## src/rtl/mike_pkg.sv

```systemverilog
// rtl/mike_pkg.sv - shared opcodes, sequencer states and ALU commands for the MikeCPU core
//
// Purpose: common definitions imported by mike_alu and mike_core.
// Contents: opcode values (inst[31:26]), sequencer state encoding, ALU command codes.
package mike_pkg;

  localparam logic [5:0] OP_LI   = 6'd0;
  localparam logic [5:0] OP_MR   = 6'd1;
  localparam logic [5:0] OP_ADDI = 6'd2;
  localparam logic [5:0] OP_ADD  = 6'd3;
  localparam logic [5:0] OP_SUB  = 6'd4;
  localparam logic [5:0] OP_B    = 6'd14;
  localparam logic [5:0] OP_BZ   = 6'd15;
  localparam logic [5:0] OP_OUT  = 6'd29;
  localparam logic [5:0] OP_HALT = 6'd31;

  typedef enum logic [2:0] {
    S_INIT,
    S_FETCH,
    S_DECODE,
    S_EXEC,
    S_WRITE,
    S_OUT_WAIT,
    S_HALT
  } state_t;

  typedef enum logic [1:0] {
    COM_ADD,
    COM_SUB,
    COM_PASS
  } alu_cmd_t;

endpackage

```

## src/rtl/mike_alu.sv

```systemverilog
// rtl/mike_alu.sv - combinational add/sub/pass ALU of parametric width
//
// Purpose: register datapath arithmetic, modulo 2^XLEN.
// Ports:
//   cmd  in   alu_cmd_t  COM_ADD: a+b, COM_SUB: a-b, COM_PASS: a
//   a    in   XLEN       first operand
//   b    in   XLEN       second operand
//   y    out  XLEN       result
module mike_alu
  import mike_pkg::*;
#(
  parameter int XLEN = 32
) (
  input  alu_cmd_t        cmd,
  input  logic [XLEN-1:0] a,
  input  logic [XLEN-1:0] b,
  output logic [XLEN-1:0] y
);

  always_comb begin
    y = a;
    case (cmd)
      COM_ADD:  y = a + b;
      COM_SUB:  y = a - b;
      COM_PASS: y = a;
      default:  y = a;
    endcase
  end

endmodule

```

## src/rtl/mike_core.sv

```systemverilog
// rtl/mike_core.sv - multi-cycle MikeCPU core: sequencer, register file, ALU, output port
//
// Purpose: fetch/decode/exec/write core fed by an instruction-memory handshake,
//   driving a valid/ready output port.
// Ports:
//   CLK, RST_N        clock (rising edge), asynchronous active-low reset
//   imem_req/addr     fetch request (high in FETCH) and word address (= pc)
//   imem_valid/data   instruction word returned by memory
//   out_valid/ready   output handshake, out_data carries the out instruction's register
//   halted            core sits in HALT
//   err               sticky illegal-opcode flag
//   instret           retired-instruction count, wraps modulo 2^32
module mike_core
  import mike_pkg::*;
#(
  parameter int XLEN  = 32,
  parameter int NREGS = 4,
  parameter int PC_W  = 32
) (
  input  logic            CLK,
  input  logic            RST_N,
  output logic            imem_req,
  output logic [PC_W-1:0] imem_addr,
  input  logic            imem_valid,
  input  logic [31:0]     imem_data,
  output logic            out_valid,
  input  logic            out_ready,
  output logic [XLEN-1:0] out_data,
  output logic            halted,
  output logic            err,
  output logic [31:0]     instret
);

  localparam int RIDX_W = (NREGS > 1) ? $clog2(NREGS) : 1;

  state_t          state, state_nxt;
  logic [PC_W-1:0] pc, pc_off, pc_next;
  logic [31:0]     inst;
  logic [XLEN-1:0] op_a, op_b, alu_y;
  alu_cmd_t        cmd;
  logic [4:0]      dest;   // 0 doubles as "no register write"
  logic [XLEN-1:0] regs [NREGS];

  // Instruction fields (bit 0 of the ISA numbering is the MSB)
  logic [5:0]      opc;
  logic [4:0]      f_rd, f_ra, f_rb;
  logic [XLEN-1:0] imm16_x;
  assign opc     = inst[31:26];
  assign f_rd    = inst[25:21];
  assign f_ra    = inst[20:16];
  assign f_rb    = inst[15:11];
  assign imm16_x = XLEN'($signed(inst[15:0]));

  // r0 and indices beyond the register file read as zero and drop writes
  function automatic logic reg_ok(input logic [4:0] idx);
    return (idx != 5'd0) && (int'(idx) < NREGS);
  endfunction

  logic [XLEN-1:0] rv_a, rv_b, rv_d;
  always_comb begin
    rv_a = '0;
    rv_b = '0;
    rv_d = '0;
    if (reg_ok(f_ra)) rv_a = regs[f_ra[RIDX_W-1:0]];
    if (reg_ok(f_rb)) rv_b = regs[f_rb[RIDX_W-1:0]];
    if (reg_ok(f_rd)) rv_d = regs[f_rd[RIDX_W-1:0]];
  end

  // Operand/command selection, latched on the DECODE cycle
  logic [XLEN-1:0] dec_a, dec_b;
  alu_cmd_t        dec_cmd;
  logic            dec_wr, dec_legal;
  always_comb begin
    dec_a     = rv_a;
    dec_b     = rv_b;
    dec_cmd   = COM_ADD;
    dec_wr    = 1'b0;
    dec_legal = 1'b1;
    case (opc)
      OP_LI:   begin dec_a = '0; dec_b = imm16_x; dec_wr = 1'b1; end
      OP_MR:   begin dec_cmd = COM_PASS; dec_wr = 1'b1; end
      OP_ADDI: begin dec_b = imm16_x; dec_wr = 1'b1; end
      OP_ADD:  dec_wr = 1'b1;
      OP_SUB:  begin dec_cmd = COM_SUB; dec_wr = 1'b1; end
      OP_OUT:  begin dec_a = rv_d; dec_cmd = COM_PASS; end
      OP_B, OP_BZ, OP_HALT: ;
      default: dec_legal = 1'b0;
    endcase
  end

  // Dedicated PC adder; bz tests rA through op_a, which DECODE loaded with rA
  always_comb begin
    pc_off = PC_W'(1);
    if (opc == OP_B)
      pc_off = PC_W'($signed(inst[25:0]));
    else if (opc == OP_BZ && op_a == '0)
      pc_off = PC_W'($signed(inst[15:0]));
  end
  assign pc_next = pc + pc_off;

  mike_alu #(.XLEN(XLEN)) u_alu (
    .cmd (cmd),
    .a   (op_a),
    .b   (op_b),
    .y   (alu_y)
  );

  always_comb begin
    state_nxt = state;
    case (state)
      S_INIT:     state_nxt = S_FETCH;
      S_FETCH:    if (imem_valid) state_nxt = S_DECODE;
      S_DECODE:   state_nxt = dec_legal ? S_EXEC : S_HALT;
      S_EXEC:     state_nxt = (opc == OP_OUT) ? S_OUT_WAIT : S_WRITE;
      S_WRITE:    state_nxt = (opc == OP_HALT) ? S_HALT : S_FETCH;
      S_OUT_WAIT: if (out_ready) state_nxt = S_FETCH;
      S_HALT:     state_nxt = S_HALT;
      default:    state_nxt = S_INIT;
    endcase
  end

  always_ff @(posedge CLK or negedge RST_N) begin
    if (!RST_N) begin
      state     <= S_INIT;
      pc        <= '0;
      inst      <= '0;
      op_a      <= '0;
      op_b      <= '0;
      cmd       <= COM_ADD;
      dest      <= '0;
      out_valid <= 1'b0;
      out_data  <= '0;
      err       <= 1'b0;
      instret   <= '0;
      for (int i = 0; i < NREGS; i++) regs[i] <= '0;
    end else begin
      state <= state_nxt;
      case (state)
        S_FETCH: if (imem_valid) inst <= imem_data;
        S_DECODE: begin
          op_a <= dec_a;
          op_b <= dec_b;
          cmd  <= dec_cmd;
          dest <= dec_wr ? f_rd : 5'd0;
          if (!dec_legal) err <= 1'b1;
        end
        S_EXEC: begin
          if (reg_ok(dest)) regs[dest[RIDX_W-1:0]] <= alu_y;
          if (opc == OP_OUT) begin
            out_data  <= alu_y;
            out_valid <= 1'b1;
          end
        end
        S_WRITE: begin
          if (opc != OP_HALT) pc <= pc_next;
          instret <= instret + 32'd1;
        end
        // out_valid is already high here, so out_ready alone completes the handshake
        S_OUT_WAIT: if (out_ready) begin
          out_valid <= 1'b0;
          pc        <= pc_next;
          instret   <= instret + 32'd1;
        end
        default: ;
      endcase
    end
  end

  assign imem_req  = (state == S_FETCH);
  assign imem_addr = pc;
  assign halted    = (state == S_HALT);

endmodule

```

## config.mk

```make
export PLATFORM = sky130hd
export DESIGN_NAME = mike_core
export DESIGN_NICKNAME = d
export VERILOG_FILES = /design/src/rtl/mike_pkg.sv /design/src/rtl/mike_alu.sv /design/src/rtl/mike_core.sv
export SDC_FILE = /design/constraint.sdc
export NUM_CORES = 1
export LEC_CHECK = 0
export ABC_AREA = 0
export CAP_MARGIN = 20
export CORE_ASPECT_RATIO = 2
export CORE_MARGIN = 2
export CORE_UTILIZATION = 25
export CTS_CLUSTER_SIZE = 28
export DETAILED_ROUTE_END_ITERATION = 7
export MAX_ROUTING_LAYER = met4
export PLACE_DENSITY = 0.44
export REMOVE_ABC_BUFFERS = 1
export SLEW_MARGIN = 20
export SYNTH_ARGS = -nofsm -noshare
export SYNTH_HDL_FRONTEND = slang
export SYNTH_HIERARCHICAL = 1
export SYNTH_SLANG_ARGS = --single-unit
```

## constraint.sdc

```tcl
create_clock -name CLK -period 5.65 [get_ports CLK]
set_input_delay 0.565 -clock CLK [delete_from_list [all_inputs] [get_ports CLK]]
set_output_delay 0.565 -clock CLK [all_outputs]
set_load 0.03 [all_outputs]
```

==> metrics, run 1 <==
cell family contributing the most delay on the critical path simple AND/OR/NAND/NOR gates; total half-perimeter wirelength after legalization and detailed placement a little under 50000 um; static leakage about 10 nW; CTS HTree Levels 2; Layout Utilization 0.298; root buf cell sky130_fd_sc_hd__clkbuf_16; hold violation count in the final report 0; number of buffers inserted during clock tree synthesis 35; buffers and inverters on the worst path 0; worst reg2reg path depth 17; total DRC errors in the routed layout 0; remaining global-route overflow 0; dominant cell type by count on the critical path sky130_fd_sc_hd__xnor2_1; period utilization 0.943; Skew-Pair Late Insertion Delay between 500 and 600 ps; Mean Syn Cell Area roughly 11 sq um; critical path launch point type flip-flop; Yosys cell types 77; startpoint of the worst-slack reg-to-reg timing path op_b[12]; Worst path slowest cell sky130_fd_sc_hd__a311oi_1; delay of the slowest cell on the worst path between 500 and 600 ps; post-cts hold buffer count 0; Final #Nets a little over 2k; arrival time of data at the critical path endpoint roughly 5800 ps; Slew Limit Headroom 0.405; maximum number of pins on one net before global-route repair around 110; core region area about 0.079 sq mm; clock tree from TritonCTS done; Mapped Cells roughly 1.9k; slew at the pin closest to its max-slew limit 892 ps; vias in the first global route ~16k; number of enable flip-flop cells after synthesis 0; vias post-DR 15.2k; share of the synthesized area in the top cell type 0.415; setup skew after layout between 20 and 25 ps; most common cell after layout, fill and taps aside sky130_fd_sc_hd__dfrtp_1; antenna viol nets, final 0; clock transition time at the flip-flop clock pins of the worst setup and hold paths 60 ps; postcts setup bufs 0; number of buffers between clock root and the deepest sink 3; num rows 146; share of synthesized registers carrying an async set or reset 1.00; clock period minus final worst setup slack 5330 ps; most used cells in the layout excluding fill and tap cells sky130_fd_sc_hd__dfrtp_1 (327), sky130_fd_sc_hd__nand2_1 (197), sky130_fd_sc_hd__mux2_2 (162); die span in x ~200 um; Worst R2R End regs[95]; crit path launch op_b[12]; total of flip-flops plus latches after synthesis ~330; clk sink count roughly 330; worst supply voltage drop on vdd between 0.0002 and 0.00025 V; area grow syn2layout 17.9%; first-pass GRT wire length about 100000 um; ratio of cells with drive above 1 in the final layout 0.189; DRT Pass-1 Iters 5; routed length per placed instance roughly 22 um; highest net fanout along the worst path 7; routability congestion estimate just over 0.9; number of antenna violations at the first check in global routing 1; required time reported for the critical path endpoint ~6100 ps; IO Port Bufs ~140; setup repair after global routing missed its margin false; outcome finished clean; dominant cells by area after synthesis sky130_fd_sc_hd__dfrtp_1 (42%), sky130_fd_sc_hd__mux4_2 (11%), sky130_fd_sc_hd__mux2_2 (9.1%); number of DRC violations after detailed-routing iteration 0 between 800 and 900; synthesized area around 0.020 sq mm; I/O pin total 136; DR vias/cell 5.04; overall die area just over 0.08 sq mm; setup-violating endpoint count in the final report 0; Final TNS setup 0 ps; sequential-to-total area share from yosys stat 0.415; most instantiated flip-flop cell in the synthesis netlist sky130_fd_sc_hd__dfrtp_1; critical path start-end classification reg2reg; final number of max-transition violations 0; leading area contributor after synthesis sky130_fd_sc_hd__dfrtp_1; Die Height 404 um; endpoint type of the worst setup path flip-flop; Final Routed Wirelength roughly 68000 um; Fmax achieved between 150 and 200 MHz; Power per Cell Area between 400 and 500 mW/mm^2; reg-to-reg slack, setup approximately 320 ps; gr usage total 0.169; diodes inserted 0; worst min-delay path category in2async; effective utilization at floorplan 0.252; cells traversed along the worst timing path or4_4, or3_1, nor4_1, nand3_1, nor3b_2, nor2_1, xnor2_1, ha_1, nand2_1, o21ai_0, nor2_1, a311oi_1, a221oi_1, xnor2_1, nand2_1, xnor2_1, mux2_2; Max Cap Violations 0; total number of yosys warnings 6
-- synthesized netlist by cell type (22+ instances only) --
master and number:
sky130_fd_sc_hd__a21o_1 38, sky130_fd_sc_hd__and3_1 22, sky130_fd_sc_hd__nor2_1 107, sky130_fd_sc_hd__ha_1 66, sky130_fd_sc_hd__nand2_1 198, sky130_fd_sc_hd__nor3_1 23
sky130_fd_sc_hd__mux4_2 95, sky130_fd_sc_hd__mux2_2 162, sky130_fd_sc_hd__o21ai_0 132, sky130_fd_sc_hd__clkbuf_1 118, sky130_fd_sc_hd__a21oi_1 128, sky130_fd_sc_hd__nor2b_1 54
sky130_fd_sc_hd__xnor2_1 57, sky130_fd_sc_hd__dfrtp_1 332, sky130_fd_sc_hd__nand3_1 32, sky130_fd_sc_hd__xor2_1 48, sky130_fd_sc_hd__nand4_1 28
-- logic make-up (layout without fill, tap and decap cells) --
logic type	after synthesis	count (layout)	synth area share
buffers and inverters	165	252	0.0318
AND/OR/NAND/NOR	537	537	0.131
adder cells (fa/ha/maj)	68	68	0.0433
XOR/XNOR	105	105	0.0459
multiplexers	262	262	0.201
AO/OA/AOI/OAI	428	428	0.133
flip-flops	332	332	0.415
-- report_power, final --
part           leakage (nW)  internal, W  total, W  switching (W)
combinational          5.11      0.00215   0.00532        0.00316
clock                 0.560      0.00135   0.00240        0.00105
sequential             4.41      0.00301   0.00375       0.000747
total                  10.1      0.00651    0.0115        0.00496
-- cell type report --
type                            count  area [sq um]
Tap cell                         1036          1300
Multi-Input combinational cell   1400         11100
Inverter                           23          86.3
Timing Repair Buffer              168          1650
Sequential cell                   332          8310
Clock buffer                       47           971
Fill cell                        8194         55700
Clock inverter                     14           163
-- flip-flops by register name (all words and copies together) (netlist names) --
name and cells:
regs 128, imem_addr 32, inst 32, instret 32
op_a 32, op_b 32, out_data 32, dest 5
state 3, cmd 2, err 1, out_valid 1
-- timing repair --
| action | 4_1_cts | 5_1_grt |
|---|---|---|
| gates resized for setup | 0 | 1 |
| setup endpoints to repair | 0 | 4 |
| hold endpoints to repair | 0 | 0 |
-- worst reg2reg max path: stages, from the launching register on --
cell                       delay (ps)
sky130_fd_sc_hd__dfrtp_1          430
sky130_fd_sc_hd__or4_4            550
sky130_fd_sc_hd__or3_1            450
sky130_fd_sc_hd__nor4_1           260
sky130_fd_sc_hd__nand3_1          190
sky130_fd_sc_hd__nor3b_2          400
sky130_fd_sc_hd__nor2_1           100
sky130_fd_sc_hd__xnor2_1          150
sky130_fd_sc_hd__ha_1             420
sky130_fd_sc_hd__nand2_1           80
sky130_fd_sc_hd__o21ai_0          380
sky130_fd_sc_hd__nor2_1           170
sky130_fd_sc_hd__a311oi_1         590
sky130_fd_sc_hd__a221oi_1         210
sky130_fd_sc_hd__xnor2_1          190
sky130_fd_sc_hd__nand2_1          110
sky130_fd_sc_hd__xnor2_1          370
sky130_fd_sc_hd__mux2_2           230
-- worst max path at each step --
stage,to,slack (ps),cells past startpoint
after floorplan,out_data[29],1250,15
after global placement,out_data[31],450,17
after detailed placement,regs[95],410,17
after CTS,out_data[31],360,17
after global routing,regs[95],70,17
final,regs[95],320,17
-- stage by stage --
step / total power, W / cell area, sq um / hold WS, ps / setup slack, ps / std cells
floorplan: 0.00703 / 19500 / 269 / 1250 / 1755
global placement: 0.00911 / 22400 / 392 / 453 / 2958
detailed placement: 0.00920 / 22500 / 403 / 407 / 2959
CTS: 0.0117 / 23600 / 42.1 / 363 / 3020
global route: 0.0122 / 23600 / 55.7 / 67.4 / 3020
finish: 0.0115 / 23600 / 0.897 / 322 / 3020
-- routing by layer --
layer  track usage  up-vias  wire length, um
li1              -     7080                -
met4        0.0689        0             2820
met2         0.330      347            38600
met3        0.0195      123             2520
met1         0.166     7661            24000
met5             -        -                0
No activity file was read; power rests on OpenSTA's default activity.
==> run 2: changes to the inputs <==
--- a/config.mk
+++ b/config.mk
@@ -12,7 +12,7 @@
 export CORE_UTILIZATION = 25
 export CTS_CLUSTER_SIZE = 28
 export DETAILED_ROUTE_END_ITERATION = 7
-export MAX_ROUTING_LAYER = met4
+export HOLD_SLACK_MARGIN = 0.08
 export PLACE_DENSITY = 0.44
 export REMOVE_ABC_BUFFERS = 1
 export SLEW_MARGIN = 20
@@ -20,3 +20,4 @@
 export SYNTH_HDL_FRONTEND = slang
 export SYNTH_HIERARCHICAL = 1
 export SYNTH_SLANG_ARGS = --single-unit
+export TNS_END_PERCENT = 50
==> run 2 against run 1 <==
Effect of this change:
- setup slack lost 130 ps
- clock skew is 0.69 ps lower
- utilization is 0.10 points higher
- hold slack better by 4.4 ps
- critical path type unchanged
- sequential power barely moved
- critical endpoint is now regs[31]
- non-clock buffer count unchanged
- sequential share of layout area is 0.12 points lower
- power grew 0.67%
- die area stayed put
- combinational power is 0.9% lower
==> metrics, run 2 (same netlist as run 1, synthesis figures left out) <==
setup repair after global routing missed its margin false (unchanged); worst supply voltage drop on vdd 0.000176 V (was 0.000207 V); number of cells upsized or downsized after cts 0 (unchanged); clk sink count 332 (unchanged); IO Port Bufs 135 (unchanged); diodes inserted 0 (unchanged); ratio of cells with drive above 1 in the final layout 0.193 (was 0.189); Largest register FFs 128 (unchanged); final number of max-transition violations 0 (unchanged); worst min-delay path category in2async (unchanged); gr usage total 0.163 (was 0.169); critical path start-end classification reg2reg (unchanged); clock period minus final worst setup slack 5460 ps (was 5330 ps); register ranked first by flip-flop count regs (unchanged); core region area 0.0793 sq mm (unchanged); DRT Pass-1 Iters 5 (unchanged); antenna viol nets, final 0 (unchanged); routability congestion estimate 0.921 (was 0.908); required time reported for the critical path endpoint 6140 ps (was 6120 ps); period utilization 0.967 (was 0.943); total DRC errors in the routed layout 0 (unchanged); Power per Cell Area 488 mW/mm^2 (was 486 mW/mm^2); postcts setup bufs 0 (unchanged); total half-perimeter wirelength after legalization and detailed placement 48100 um (was 48500 um); Max Cap Violations 0 (unchanged); vias post-DR 15.2k (about the same); endpoint type of the worst setup path flip-flop (unchanged); Die Height 404 um (unchanged); setup skew after layout 22.7 ps (was 23.4 ps); outcome finished clean (unchanged); clock tree from TritonCTS done (unchanged); first-pass GRT wire length 101000 um (was 102000 um); I/O pin total 136 (unchanged); final setup slack of the worst path 188 ps (was 322 ps); total power 0.0115 W (about the same); slew at the pin closest to its max-slew limit 885 ps (was 892 ps); hold violation count in the final report 0 (unchanged); number of buffers inserted during clock tree synthesis 36 (was 35); maximum number of pins on one net before global-route repair 100 (was 113); die span in x 204 um (unchanged); arrival time of data at the critical path endpoint 5950 ps (was 5800 ps); routed length per placed instance 22.1 um (was 22.5 um); highest net fanout along the worst path 9 (was 7); Final #Nets 2065 (was 2064); Final TNS setup 0 ps (unchanged); post-cts hold buffer count 0 (unchanged); most common cell after layout, fill and taps aside sky130_fd_sc_hd__dfrtp_1 (unchanged); number of antenna violations at the first check in global routing 2 (was 1); most used cells in the layout excluding fill and tap cells sky130_fd_sc_hd__dfrtp_1 (327), sky130_fd_sc_hd__nand2_1 (197), sky130_fd_sc_hd__mux2_2 (162) (unchanged); root buf cell sky130_fd_sc_hd__clkbuf_16 (unchanged); num rows 146 (unchanged); number of buffers between clock root and the deepest sink 3 (unchanged); Slew Limit Headroom 0.404 (was 0.405); Fmax achieved 183 MHz (was 188 MHz); critical path launch point type flip-flop (unchanged); Final Routed Wirelength 66700 um (was 67900 um); clock transition time at the flip-flop clock pins of the worst setup and hold paths 70 ps (was 60 ps); CTS HTree Levels 2 (unchanged); overall die area 0.0825 sq mm (unchanged); setup-violating endpoint count in the final report 0 (unchanged); effective utilization at floorplan 0.252 (unchanged); static leakage 10.1 nW (about the same); area grow syn2layout 18.3% (was 17.9%); DR vias/cell 5.01 (was 5.04); setup slack after placement 302 ps (was 407 ps); Skew-Pair Late Insertion Delay 560 ps (about the same); number of DRC violations after detailed-routing iteration 0 828 (was 809); remaining global-route overflow 0 (unchanged); vias in the first global route 16.0k (was 15.9k)
[run 2: worst paths after layout]
check	startpoint	end	slack [ps]	depth (start not counted)
max in group asynchronous	RST_N	inst[11]	4430	2
min	RST_N	out_data[15]	5	1
max reg2reg	op_b[12]	regs[31]	190	16
max	op_b[12]	regs[31]	190	16
min reg2reg	regs[101]	regs[101]	410	0
min in group CLK	regs[101]	regs[101]	410	0
[run 2: layout make-up]
cell class              count  area [sq um]
well taps                1036          1300
flip-flops and latches    332          8310
inverters                  23          86.3
fillers                  8205         55600
repair buffers            168          1630
clock inverters            16           164
multi-input cells        1400         11100
clock buffers              49          1070
[run 2: power breakdown]
group | leakage [nW] | total [W] | switching (W) | internal [W]
Clock | 0.605 | 0.00251 | 0.00108 | 0.00144
Combinational | 5.11 | 0.00527 | 0.00314 | 0.00213
Sequential | 4.41 | 0.00377 | 0.000762 | 0.00300
[run 2: per-layer routing]
layer  up-vias  wire length, um  global-route usage
met5         -                0                   0
met4         0             2610              0.0651
met3       114             2200              0.0193
met2       312            38000               0.326
met1      7665            23900               0.167
li1       7074                -                   -
[run 2: critical path, cell delays in order (launching register included)]
cell	delay, ps
sky130_fd_sc_hd__dfrtp_1	450
sky130_fd_sc_hd__or4_4	550
sky130_fd_sc_hd__or3_1	440
sky130_fd_sc_hd__nor4_1	250
sky130_fd_sc_hd__nand3_1	210
sky130_fd_sc_hd__nand2_1	140
sky130_fd_sc_hd__xor2_1	170
sky130_fd_sc_hd__ha_1	420
sky130_fd_sc_hd__a211oi_1	350
sky130_fd_sc_hd__o21ai_0	230
sky130_fd_sc_hd__nor2_1	460
sky130_fd_sc_hd__nand4_1	440
sky130_fd_sc_hd__a221oi_1	470
sky130_fd_sc_hd__xnor2_1	160
sky130_fd_sc_hd__nand2_1	90
sky130_fd_sc_hd__xnor2_1	330
sky130_fd_sc_hd__mux2_2	220
[run 2: per-stage QoR]
stage / util / hold slack (ps) / cells / cell area (sq um)
2_1_floorplan: - / 269 / 1755 / 19500
3_3_place_gp: 0.283 / 392 / 2959 / 22400
3_5_place_dp: 0.283 / 405 / 2959 / 22400
4_1_cts: 0.299 / 83.4 / 3024 / 23700
5_1_grt: 0.299 / 104 / 3024 / 23700
6_report: 0.299 / 5.33 / 3024 / 23700
==> run 3: changes to the inputs <==
--- a/config.mk
+++ b/config.mk
@@ -14,6 +14,7 @@
 export DETAILED_ROUTE_END_ITERATION = 7
 export HOLD_SLACK_MARGIN = 0.08
 export PLACE_DENSITY = 0.44
+export RECOVER_POWER = 25
 export REMOVE_ABC_BUFFERS = 1
 export SLEW_MARGIN = 20
 export SYNTH_ARGS = -nofsm -noshare
==> run 3 against run 2 <==
Effect of this change:
- the flow now finishes with violations (capacitance limit, slew limit)
- non-clock buffer count did not move
- setup slack lost 1.5 ps
- highest routed layer unchanged
- global-route usage is the same
- hold slack gained 410 ps
- register-to-register slack is essentially flat
- critical endpoint unchanged
- maximum frequency about the same
- critical path depth stayed put
- combinational power hardly changed
- sequential power about the same
==> metrics, run 3 (same netlist as run 1, synthesis figures left out) <==
outcome finished with violations (was finished clean); violations in the final reports capacitance limit, slew limit; Die Height 404 um (unchanged); setup slack after placement 302 ps (unchanged); number of DRC violations after detailed-routing iteration 0 803 (was 828); setup skew after layout 22.2 ps (was 22.7 ps); Max Cap Violations 2 (was 0); ratio of cells with drive above 1 in the final layout 0.193 (unchanged); final non-filler cell area 0.0237 sq mm (about the same); Skew-Pair Late Insertion Delay 560 ps (about the same); DRT Pass-1 Iters 5 (unchanged); gr usage total 0.163 (unchanged); Fmax achieved 183 MHz (about the same); number of cells upsized or downsized after cts 0 (unchanged); static leakage 10.1 nW (about the same); Slew Limit Headroom -0.797 (was 0.404); number of antenna violations at the first check in global routing 2 (unchanged); area grow syn2layout 18.2% (was 18.3%); Layout fillers 8208 (was 8205); most common cell after layout, fill and taps aside sky130_fd_sc_hd__dfrtp_1 (unchanged); clock tree from TritonCTS done (unchanged); total half-perimeter wirelength after legalization and detailed placement 48100 um (unchanged); critical path start-end classification reg2reg (unchanged); setup repair after global routing missed its margin false (unchanged); num rows 146 (unchanged); number of buffers between clock root and the deepest sink 3 (unchanged); root buf cell sky130_fd_sc_hd__clkbuf_16 (unchanged); arrival time of data at the critical path endpoint 5950 ps (about the same); I/O pin total 136 (unchanged); clk sink count 332 (unchanged); total DRC errors in the routed layout 0 (unchanged); postcts setup bufs 0 (unchanged); first-pass GRT wire length 101000 um (unchanged); overall die area 0.0825 sq mm (unchanged); clock transition time at the flip-flop clock pins of the worst setup and hold paths 70 ps (about the same); number of standard cells in the final layout excluding fillers 3024 (unchanged); effective utilization at floorplan 0.252 (unchanged); hold violation count in the final report 0 (unchanged); Final #Nets 2065 (unchanged); register ranked first by flip-flop count regs (unchanged); post-cts hold buffer count 0 (unchanged); DR vias/cell 5.03 (was 5.01); critical path launch point type flip-flop (unchanged); CTS HTree Levels 2 (unchanged); Power per Cell Area 488 mW/mm^2 (about the same); slew at the pin closest to its max-slew limit 2700 ps (was 885 ps); worst supply voltage drop on vdd 0.000177 V (was 0.000176 V); diodes inserted 0 (unchanged); number of buffers inserted during clock tree synthesis 36 (unchanged); die span in x 204 um (unchanged); number of cells in the design after placement 2959 (unchanged); worst min-delay path category reg2reg (was in2async); IO Port Bufs 135 (unchanged); most used cells in the layout excluding fill and tap cells sky130_fd_sc_hd__dfrtp_1 (327), sky130_fd_sc_hd__nand2_1 (197), sky130_fd_sc_hd__mux2_2 (162) (unchanged); final setup slack of the worst path 187 ps (was 188 ps); routability congestion estimate 0.921 (unchanged); clock period minus final worst setup slack 5460 ps (about the same); Final TNS setup 0 ps (unchanged); Final Routed Wirelength 66800 um (was 66700 um); placed cell area 0.0224 sq mm (unchanged); highest net fanout along the worst path 9 (unchanged); period utilization 0.967 (about the same); vias post-DR 15.2k (about the same); remaining global-route overflow 0 (unchanged); required time reported for the critical path endpoint 6140 ps (about the same); routed length per placed instance 22.1 um (about the same); core region area 0.0793 sq mm (unchanged); setup-violating endpoint count in the final report 0 (unchanged); final number of max-transition violations 186 (was 0); endpoint type of the worst setup path flip-flop (unchanged); vias in the first global route 16.0k (unchanged); Largest register FFs 128 (unchanged); antenna viol nets, final 0 (unchanged); maximum number of pins on one net before global-route repair 100 (unchanged)
[run 3: changes by cell type in the layout (fill, tap and decap cells not counted)]
cell / previous run / this run
sky130_fd_sc_hd__clkbuf_2: 0 / 2
sky130_fd_sc_hd__buf_8: 1 / 0
sky130_fd_sc_hd__buf_12: 2 / 1
[run 3: path summary, 6_finish.rpt]
path / start / cells after the start / slack, ps / to
min: regs[101] / 0 / 410 / regs[101]
min in group asynchronous: RST_N / 1 / 820 / out_data[15]
min reg2reg: regs[101] / 0 / 410 / regs[101]
max in group asynchronous: RST_N / 2 / 1340 / out_data[27]
max: op_b[12] / 16 / 190 / regs[31]
max reg2reg: op_b[12] / 16 / 190 / regs[31]
[run 3: routing by layer]
metal  vias to the layer above  track usage  wire (um)
met1                      7660        0.167      23800
met5                         -            0          0
li1                       7079            -          -
met3                       118       0.0193       2270
met4                         0       0.0651       2670
met2                       339        0.326      38000
[run 3: critical path: stages, from the launching register on]
cell,delay (ps)
sky130_fd_sc_hd__dfrtp_1,450
sky130_fd_sc_hd__or4_4,550
sky130_fd_sc_hd__or3_1,440
sky130_fd_sc_hd__nor4_1,250
sky130_fd_sc_hd__nand3_1,210
sky130_fd_sc_hd__nand2_1,140
sky130_fd_sc_hd__xor2_1,170
sky130_fd_sc_hd__ha_1,420
sky130_fd_sc_hd__a211oi_1,360
sky130_fd_sc_hd__o21ai_0,230
sky130_fd_sc_hd__nor2_1,450
sky130_fd_sc_hd__nand4_1,430
sky130_fd_sc_hd__a221oi_1,470
sky130_fd_sc_hd__xnor2_1,160
sky130_fd_sc_hd__nand2_1,90
sky130_fd_sc_hd__xnor2_1,330
sky130_fd_sc_hd__mux2_2,220
[run 3: layout make-up]
class | instances | area [sq um] | share of cell area
inverter | 23 | 86.3 | 0.00365
multi-input combinational | 1400 | 11100 | 0.470
tap | 1036 | 1300 | 0.0548
timing repair buffer | 168 | 1600 | 0.0678
sequential | 332 | 8310 | 0.352
clock inverter | 16 | 164 | 0.00693
clock buffer | 49 | 1070 | 0.0453
[run 3: stage by stage]
| step | power (W) | util | hold WS, ps |
|---|---|---|---|
| floorplan | 0.00703 | - | 269 |
| global placement | 0.00909 | 0.283 | 392 |
| detailed placement | 0.00917 | 0.283 | 405 |
| CTS | 0.0118 | 0.299 | 83.4 |
| global route | 0.0123 | 0.298 | 435 |
| finish | 0.0115 | 0.298 | 415 |
[run 3: power breakdown]
part           switching (W)  leakage [nW]  internal [W]
clock network        0.00107         0.605       0.00144
registers           0.000764          4.41       0.00301
logic                0.00314          5.10       0.00213
total                0.00498          10.1       0.00657
